[src/rtl/initialization_command_word_1_if.sv]
// ---------------------------------------------------------------------------
// initialization_command_word_1_if
//
// Purpose:
//   Bundles the ICW1 write path from the 8259A bus-interface decoder with the
//   configuration fields that the ICW1 register returns to the control logic.
//
// Signals:
//   write_initial_command_word_1         ICW1 write strobe (decoder -> register)
//   internal_data_bus[7:0]               internal data bus byte D7..D0
//   interrupt_vector_address[2:0]        A7..A5 vector bits (from D7..D5)
//   level_or_edge_triggered_config       LTIM (from D3), 1 = level
//   call_address_interval_4_or_8_config  ADI  (from D2), 1 = interval 4
//   single_or_cascade_config             SNGL (from D1), 1 = single
//   set_icw4_config                      IC4  (from D0), 1 = ICW4 follows
//
// Modports:
//   master : the bus decoder / control logic side (drives strobe and data,
//            observes the configuration fields)
//   slave  : the ICW1 capture register
// ---------------------------------------------------------------------------
interface initialization_command_word_1_if;
  logic       write_initial_command_word_1;
  logic [7:0] internal_data_bus;
  logic [2:0] interrupt_vector_address;
  logic       level_or_edge_triggered_config;
  logic       call_address_interval_4_or_8_config;
  logic       single_or_cascade_config;
  logic       set_icw4_config;

  modport master (
    output write_initial_command_word_1,
    output internal_data_bus,
    input  interrupt_vector_address,
    input  level_or_edge_triggered_config,
    input  call_address_interval_4_or_8_config,
    input  single_or_cascade_config,
    input  set_icw4_config
  );

  modport slave (
    input  write_initial_command_word_1,
    input  internal_data_bus,
    output interrupt_vector_address,
    output level_or_edge_triggered_config,
    output call_address_interval_4_or_8_config,
    output single_or_cascade_config,
    output set_icw4_config
  );
endinterface

[src/rtl/initialization_command_word_1.sv]
// ---------------------------------------------------------------------------
// initialization_command_word_1
//
// Purpose:
//   ICW1 capture register of the 8259A control-logic block. On an ICW1 write
//   strobe the internal data bus byte is latched into the initialization
//   configuration fields (vector address A7..A5, LTIM, ADI, SNGL, IC4). The
//   fields hold until the next ICW1 write or a reset. This is a load-enable
//   register bank with synchronous clear; there is no state machine.
//
// Ports:
//   clock     : system clock, all state changes on the rising edge
//   reset     : synchronous, active-high clear; wins over a same-edge write
//   icw1_bus  : initialization_command_word_1_if.slave
//                 in : write_initial_command_word_1, internal_data_bus[7:0]
//                 out: interrupt_vector_address[2:0],
//                      level_or_edge_triggered_config,
//                      call_address_interval_4_or_8_config,
//                      single_or_cascade_config, set_icw4_config
//
// Build option:
//   ICW1_D4_CHECK_EN : when defined, a strobe loads only if D4 (the ICW1
//                      identifier bit) is 1; otherwise every strobe loads.
//
// Timing:
//   Write-to-output and reset-to-output latency are both one clock. All
//   outputs come straight from flops.
// ---------------------------------------------------------------------------
module initialization_command_word_1 (
  input  logic                           clock,
  input  logic                           reset,
  initialization_command_word_1_if.slave icw1_bus
);

  // Bit positions of the ICW1 fields in the data byte.
  localparam int VEC_LSB  = 5;
  localparam int VEC_W    = 3;
  localparam int ID_BIT   = 4;
  localparam int LTIM_BIT = 3;
  localparam int ADI_BIT  = 2;
  localparam int SNGL_BIT = 1;
  localparam int IC4_BIT  = 0;

  logic             load_en;
  logic [VEC_W-1:0] vector_q, vector_d;
  logic             ltim_q, ltim_d;
  logic             adi_q, adi_d;
  logic             sngl_q, sngl_d;
  logic             ic4_q, ic4_d;

  // D4 identifies the byte as ICW1. The decoder already qualifies the strobe,
  // so by default D4 is ignored; the option adds a second-level check.
`ifdef ICW1_D4_CHECK_EN
  assign load_en = icw1_bus.write_initial_command_word_1 &
                   icw1_bus.internal_data_bus[ID_BIT];
`else
  assign load_en = icw1_bus.write_initial_command_word_1;
`endif

  // Next-state: load the bus fields when enabled, otherwise hold.
  generate
    for (genvar gi = 0; gi < VEC_W; gi++) begin : g_vec
      assign vector_d[gi] = load_en ? icw1_bus.internal_data_bus[VEC_LSB+gi]
                                    : vector_q[gi];
    end
  endgenerate

  assign ltim_d = load_en ? icw1_bus.internal_data_bus[LTIM_BIT] : ltim_q;
  assign adi_d  = load_en ? icw1_bus.internal_data_bus[ADI_BIT]  : adi_q;
  assign sngl_d = load_en ? icw1_bus.internal_data_bus[SNGL_BIT] : sngl_q;
  assign ic4_d  = load_en ? icw1_bus.internal_data_bus[IC4_BIT]  : ic4_q;

  // Reset is checked first so a same-edge write is discarded.
  always_ff @(posedge clock) begin
    if (reset) begin
      vector_q <= '0;
      ltim_q   <= 1'b0;
      adi_q    <= 1'b0;
      sngl_q   <= 1'b0;
      ic4_q    <= 1'b0;
    end else begin
      vector_q <= vector_d;
      ltim_q   <= ltim_d;
      adi_q    <= adi_d;
      sngl_q   <= sngl_d;
      ic4_q    <= ic4_d;
    end
  end

  assign icw1_bus.interrupt_vector_address            = vector_q;
  assign icw1_bus.level_or_edge_triggered_config      = ltim_q;
  assign icw1_bus.call_address_interval_4_or_8_config = adi_q;
  assign icw1_bus.single_or_cascade_config            = sngl_q;
  assign icw1_bus.set_icw4_config                     = ic4_q;

endmodule

[src/flat_wrapper.sv]
// flat-port wrapper written by rule: the top's interface ports become plain ports
module initialization_command_word_1_flat 
  (clock, reset, icw1_bus_write_initial_command_word_1, icw1_bus_internal_data_bus, icw1_bus_interrupt_vector_address, icw1_bus_level_or_edge_triggered_config, icw1_bus_call_address_interval_4_or_8_config, icw1_bus_single_or_cascade_config, icw1_bus_set_icw4_config);
  initialization_command_word_1_if icw1_bus_i ();
  input  logic clock;
  input  logic reset;
  input wire logic [$bits(icw1_bus_i.write_initial_command_word_1)-1:0] icw1_bus_write_initial_command_word_1;
  input wire logic [$bits(icw1_bus_i.internal_data_bus)-1:0] icw1_bus_internal_data_bus;
  output wire logic [$bits(icw1_bus_i.interrupt_vector_address)-1:0] icw1_bus_interrupt_vector_address;
  output wire logic [$bits(icw1_bus_i.level_or_edge_triggered_config)-1:0] icw1_bus_level_or_edge_triggered_config;
  output wire logic [$bits(icw1_bus_i.call_address_interval_4_or_8_config)-1:0] icw1_bus_call_address_interval_4_or_8_config;
  output wire logic [$bits(icw1_bus_i.single_or_cascade_config)-1:0] icw1_bus_single_or_cascade_config;
  output wire logic [$bits(icw1_bus_i.set_icw4_config)-1:0] icw1_bus_set_icw4_config;
  assign icw1_bus_i.write_initial_command_word_1 = icw1_bus_write_initial_command_word_1;
  assign icw1_bus_i.internal_data_bus = icw1_bus_internal_data_bus;
  assign icw1_bus_interrupt_vector_address = icw1_bus_i.interrupt_vector_address;
  assign icw1_bus_level_or_edge_triggered_config = icw1_bus_i.level_or_edge_triggered_config;
  assign icw1_bus_call_address_interval_4_or_8_config = icw1_bus_i.call_address_interval_4_or_8_config;
  assign icw1_bus_single_or_cascade_config = icw1_bus_i.single_or_cascade_config;
  assign icw1_bus_set_icw4_config = icw1_bus_i.set_icw4_config;
  initialization_command_word_1 u_core (.clock(clock), .reset(reset), .icw1_bus(icw1_bus_i));
endmodule
[config.mk]
export PLATFORM = sky130hd
export DESIGN_NAME = initialization_command_word_1_flat
export DESIGN_NICKNAME = d
export VERILOG_FILES = /design/src/rtl/initialization_command_word_1_if.sv /design/src/rtl/initialization_command_word_1.sv /design/src/flat_wrapper.sv
export SDC_FILE = /design/constraint.sdc
export NUM_CORES = 1
export LEC_CHECK = 0
export CORE_AREA = 2 2 39 41
export DETAILED_ROUTE_END_ITERATION = 12
export DIE_AREA = 0 0 41 43
export REMOVE_ABC_BUFFERS = 1
export SYNTH_ARGS = -nofsm -noshare
export SYNTH_HDL_FRONTEND = slang
export SYNTH_SLANG_ARGS = --single-unit
[constraint.sdc]
create_clock -name clock -period 1.7 [get_ports clock]
set_input_delay 0.51 -clock clock [delete_from_list [all_inputs] [get_ports clock]]
set_output_delay 0.51 -clock clock [all_outputs]
set_load 0.005 [all_outputs]
==> metrics.txt <==
status=completed; Vias/cell=roughly 3.8; Post-Syn Area=248 µm²; Final Setup Violations=0; crit path kind=reg2out; nets=54; sequential fraction of the synthesis area=0.566; crit-path max cell delay=500 ps; Cell Rows=14; cell taking the most area after synthesis=dfxtp_1; min-delay src=u_core.icw1_bus.interrupt_vector_address[2]$_SDFFE_PP0P_; Slew @ Worst Pin=260 ps; DIE AREA=approximately 1800 µm²; Core Footprint=1380 µm²; DRC viols=0; Chip Height=43 µm; fin crit share=0.938; DRT Wirelength=548 µm; Pwr Total=a little under 0.4 mW; vias in the first global route=220; number of flops mapped to enable cells by yosys=0; first-pass GRT wire length=897 µm; flops & latches, synth=7; pin count of the biggest net entering global routing=8; RSZ-0062 raised after global routing=false; Data arrival, critical path=1080 ps; grt met2 use=0.109; Worst-path clk slew=50 ps; Hold Fails Final Rpt=0; root buf cell=clkbuf_4; share of layout cells above drive strength 1=0.0952; antenna-violating nets left=0; peak supply drop=0.357 mV; met1 usage=0.0903; Port Buf Inserts=16; DP HPWL=between 400 and 500 µm; clk_lat worst skew=approximately 250 ps; Initial DRC Count=1; Crit Reg-Reg Startpoint=u_core.icw1_bus.interrupt_vector_address[0]$_SDFFE_PP0P_; GP Congestion=~0.56; ant diodes=0; met3 Resource Use GR=0.0785; routed via count=between 200 and 250; CP startpoint=u_core.icw1_bus.set_icw4_config$_SDFFE_PP0P_; post-cts hold buffer count=0; io pins=18; total clock sinks=7; die width=41 µm; CP required=1190 ps; Synth top area share=0.566; CP Buf/Inv Count=1; post-synthesis average cell area=about 11 µm²; Syn-to-layout area delta=81.8%; crit end category=output port; final-layout fill cell count=157; pins over their slew limit=0; clock buffer depth=2; Detailed Routing Iterations Pass 1=2; wire length per cell=9.45 µm; GR Overflow Total=0; hold path depth=2; MaxCap Viol Count=0; RR Endpoint=u_core.icw1_bus.interrupt_vector_address[0]$_SDFFE_PP0P_; Max Clock Freq=0.627 GHz; Startpoint Class=flop; Hold Crit Endpoint=u_core.icw1_bus.interrupt_vector_address[2]$_SDFFE_PP0P_; Synth top cells by count=dfxtp_1 (7), mux2i_1 (7), nor2_1 (7), buf_6 (1); post_cts resized=0; Setup TNS Final=0 ps; PD cells=873 nW/µm²; main area contributors after synthesis=dfxtp_1 (57%), mux2i_1 (28%), nor2_1 (11%); FFs w/ async S/R, synth=0; top cell family by delay on the critical path=buffers and inverters; CP max FO=2; Worst R2R Setup Slack=approximately 1100 ps; synth unique cells=4; H-tree levels=1; CTS tree=built; Hold WC Path Type=reg2reg; worst reg2reg path depth=2; slowest cell on the critical path=clkdlybuf4s50_1; initial antenna violation count=0; Yosys warning count=0; Most Crowded Layer GR=met2; slew margin rel.=0.826; GRT Total Usage=0.0844; clock skew=0 ps; Setup Fix Bufs, Post-CTS=0; Leak=roughly 0.19 nW; crit-path cells=clkdlybuf4s50_1; fin crit period=~1600 ps; Initial Utilization=0.179; Synth Flop Type=dfxtp_1; TritonCTS Buffers=3; cells after synthesis=22
## layout make-up
class / count / area, µm² / area share
well taps: 16 / 20.0 / 0.0444
repair buffers: 17 / 168 / 0.372
clock buffers: 4 / 26.3 / 0.0583
multi-input cells: 14 / 96.3 / 0.214
flip-flops and latches: 7 / 140 / 0.311
## where the power goes
part           internal (mW)  switching, mW  leakage, nW
combinational         0.0443         0.0184        0.119
clock                 0.0897         0.0623       0.0150
sequential             0.174        0.00438       0.0578
total                  0.308         0.0851        0.192
## registers in the layout (all words and copies together), names as in the netlist
register,cells
u_core.icw1_bus.single_or_cascade_config,1
u_core.icw1_bus.level_or_edge_triggered_config,1
u_core.icw1_bus.call_address_interval_4_or_8_config,1
u_core.icw1_bus.set_icw4_config,1
u_core.icw1_bus.interrupt_vector_address,3
## worst max-delay path by stage
stage                                                                     endpoint  depth (start not counted)
after floorplan                       icw1_bus_call_address_interval_4_or_8_config                          0
after global placement    u_core.icw1_bus.interrupt_vector_address[0]$_SDFFE_PP0P_                          4
after detailed placement  u_core.icw1_bus.interrupt_vector_address[0]$_SDFFE_PP0P_                          4
after CTS                                                 icw1_bus_set_icw4_config                          1
after global routing                                      icw1_bus_set_icw4_config                          1
final                                                     icw1_bus_set_icw4_config                          1
## worst register-to-register path, cell delays in order, from the launching register on
cell and delay (ps):
dfxtp_1 300, mux2i_1 130, nor2_1 50
## layout by cell type (no fill, tap or decap)
cell / count
buf_4: 1
clkbuf_1: 1
clkbuf_4: 3
clkdlybuf4s50_1: 16
dfxtp_1: 7
mux2i_1: 7
nor2_1: 7
## per-stage QoR
stage | cells | cell area (µm²) | hold WS [ps] | setup slack, ps | utilization
2_1_floorplan | 21 | 236 | 485 | 877 | -
3_3_place_gp | 54 | 424 | 473 | 178 | 0.307
3_5_place_dp | 54 | 424 | 489 | 163 | 0.307
4_1_cts | 58 | 450 | 501 | 87.5 | 0.325
5_1_grt | 58 | 450 | 521 | 56.0 | 0.325
6_report | 58 | 450 | 490 | 106 | 0.325
## per-layer routing
layer | vias to the layer above | share of wire | wire length [µm]
li1 | 113 | - | -
met1 | 96 | 0.43 | 236
met2 | 14 | 0.45 | 246
met3 | 0 | 0.12 | 65
met4 | 0 | 0 | 0
met5 | - | 0 | 0
## logic make-up (layout without fill, tap and decap cells)
group	count (synthesis)	after routing	synth area share
mux	7	7	0.283
buf+inv	1	21	0.0455
flops	7	7	0.566
simple gates	7	7	0.106
Note: power is estimated with default switching activity, not from simulation.
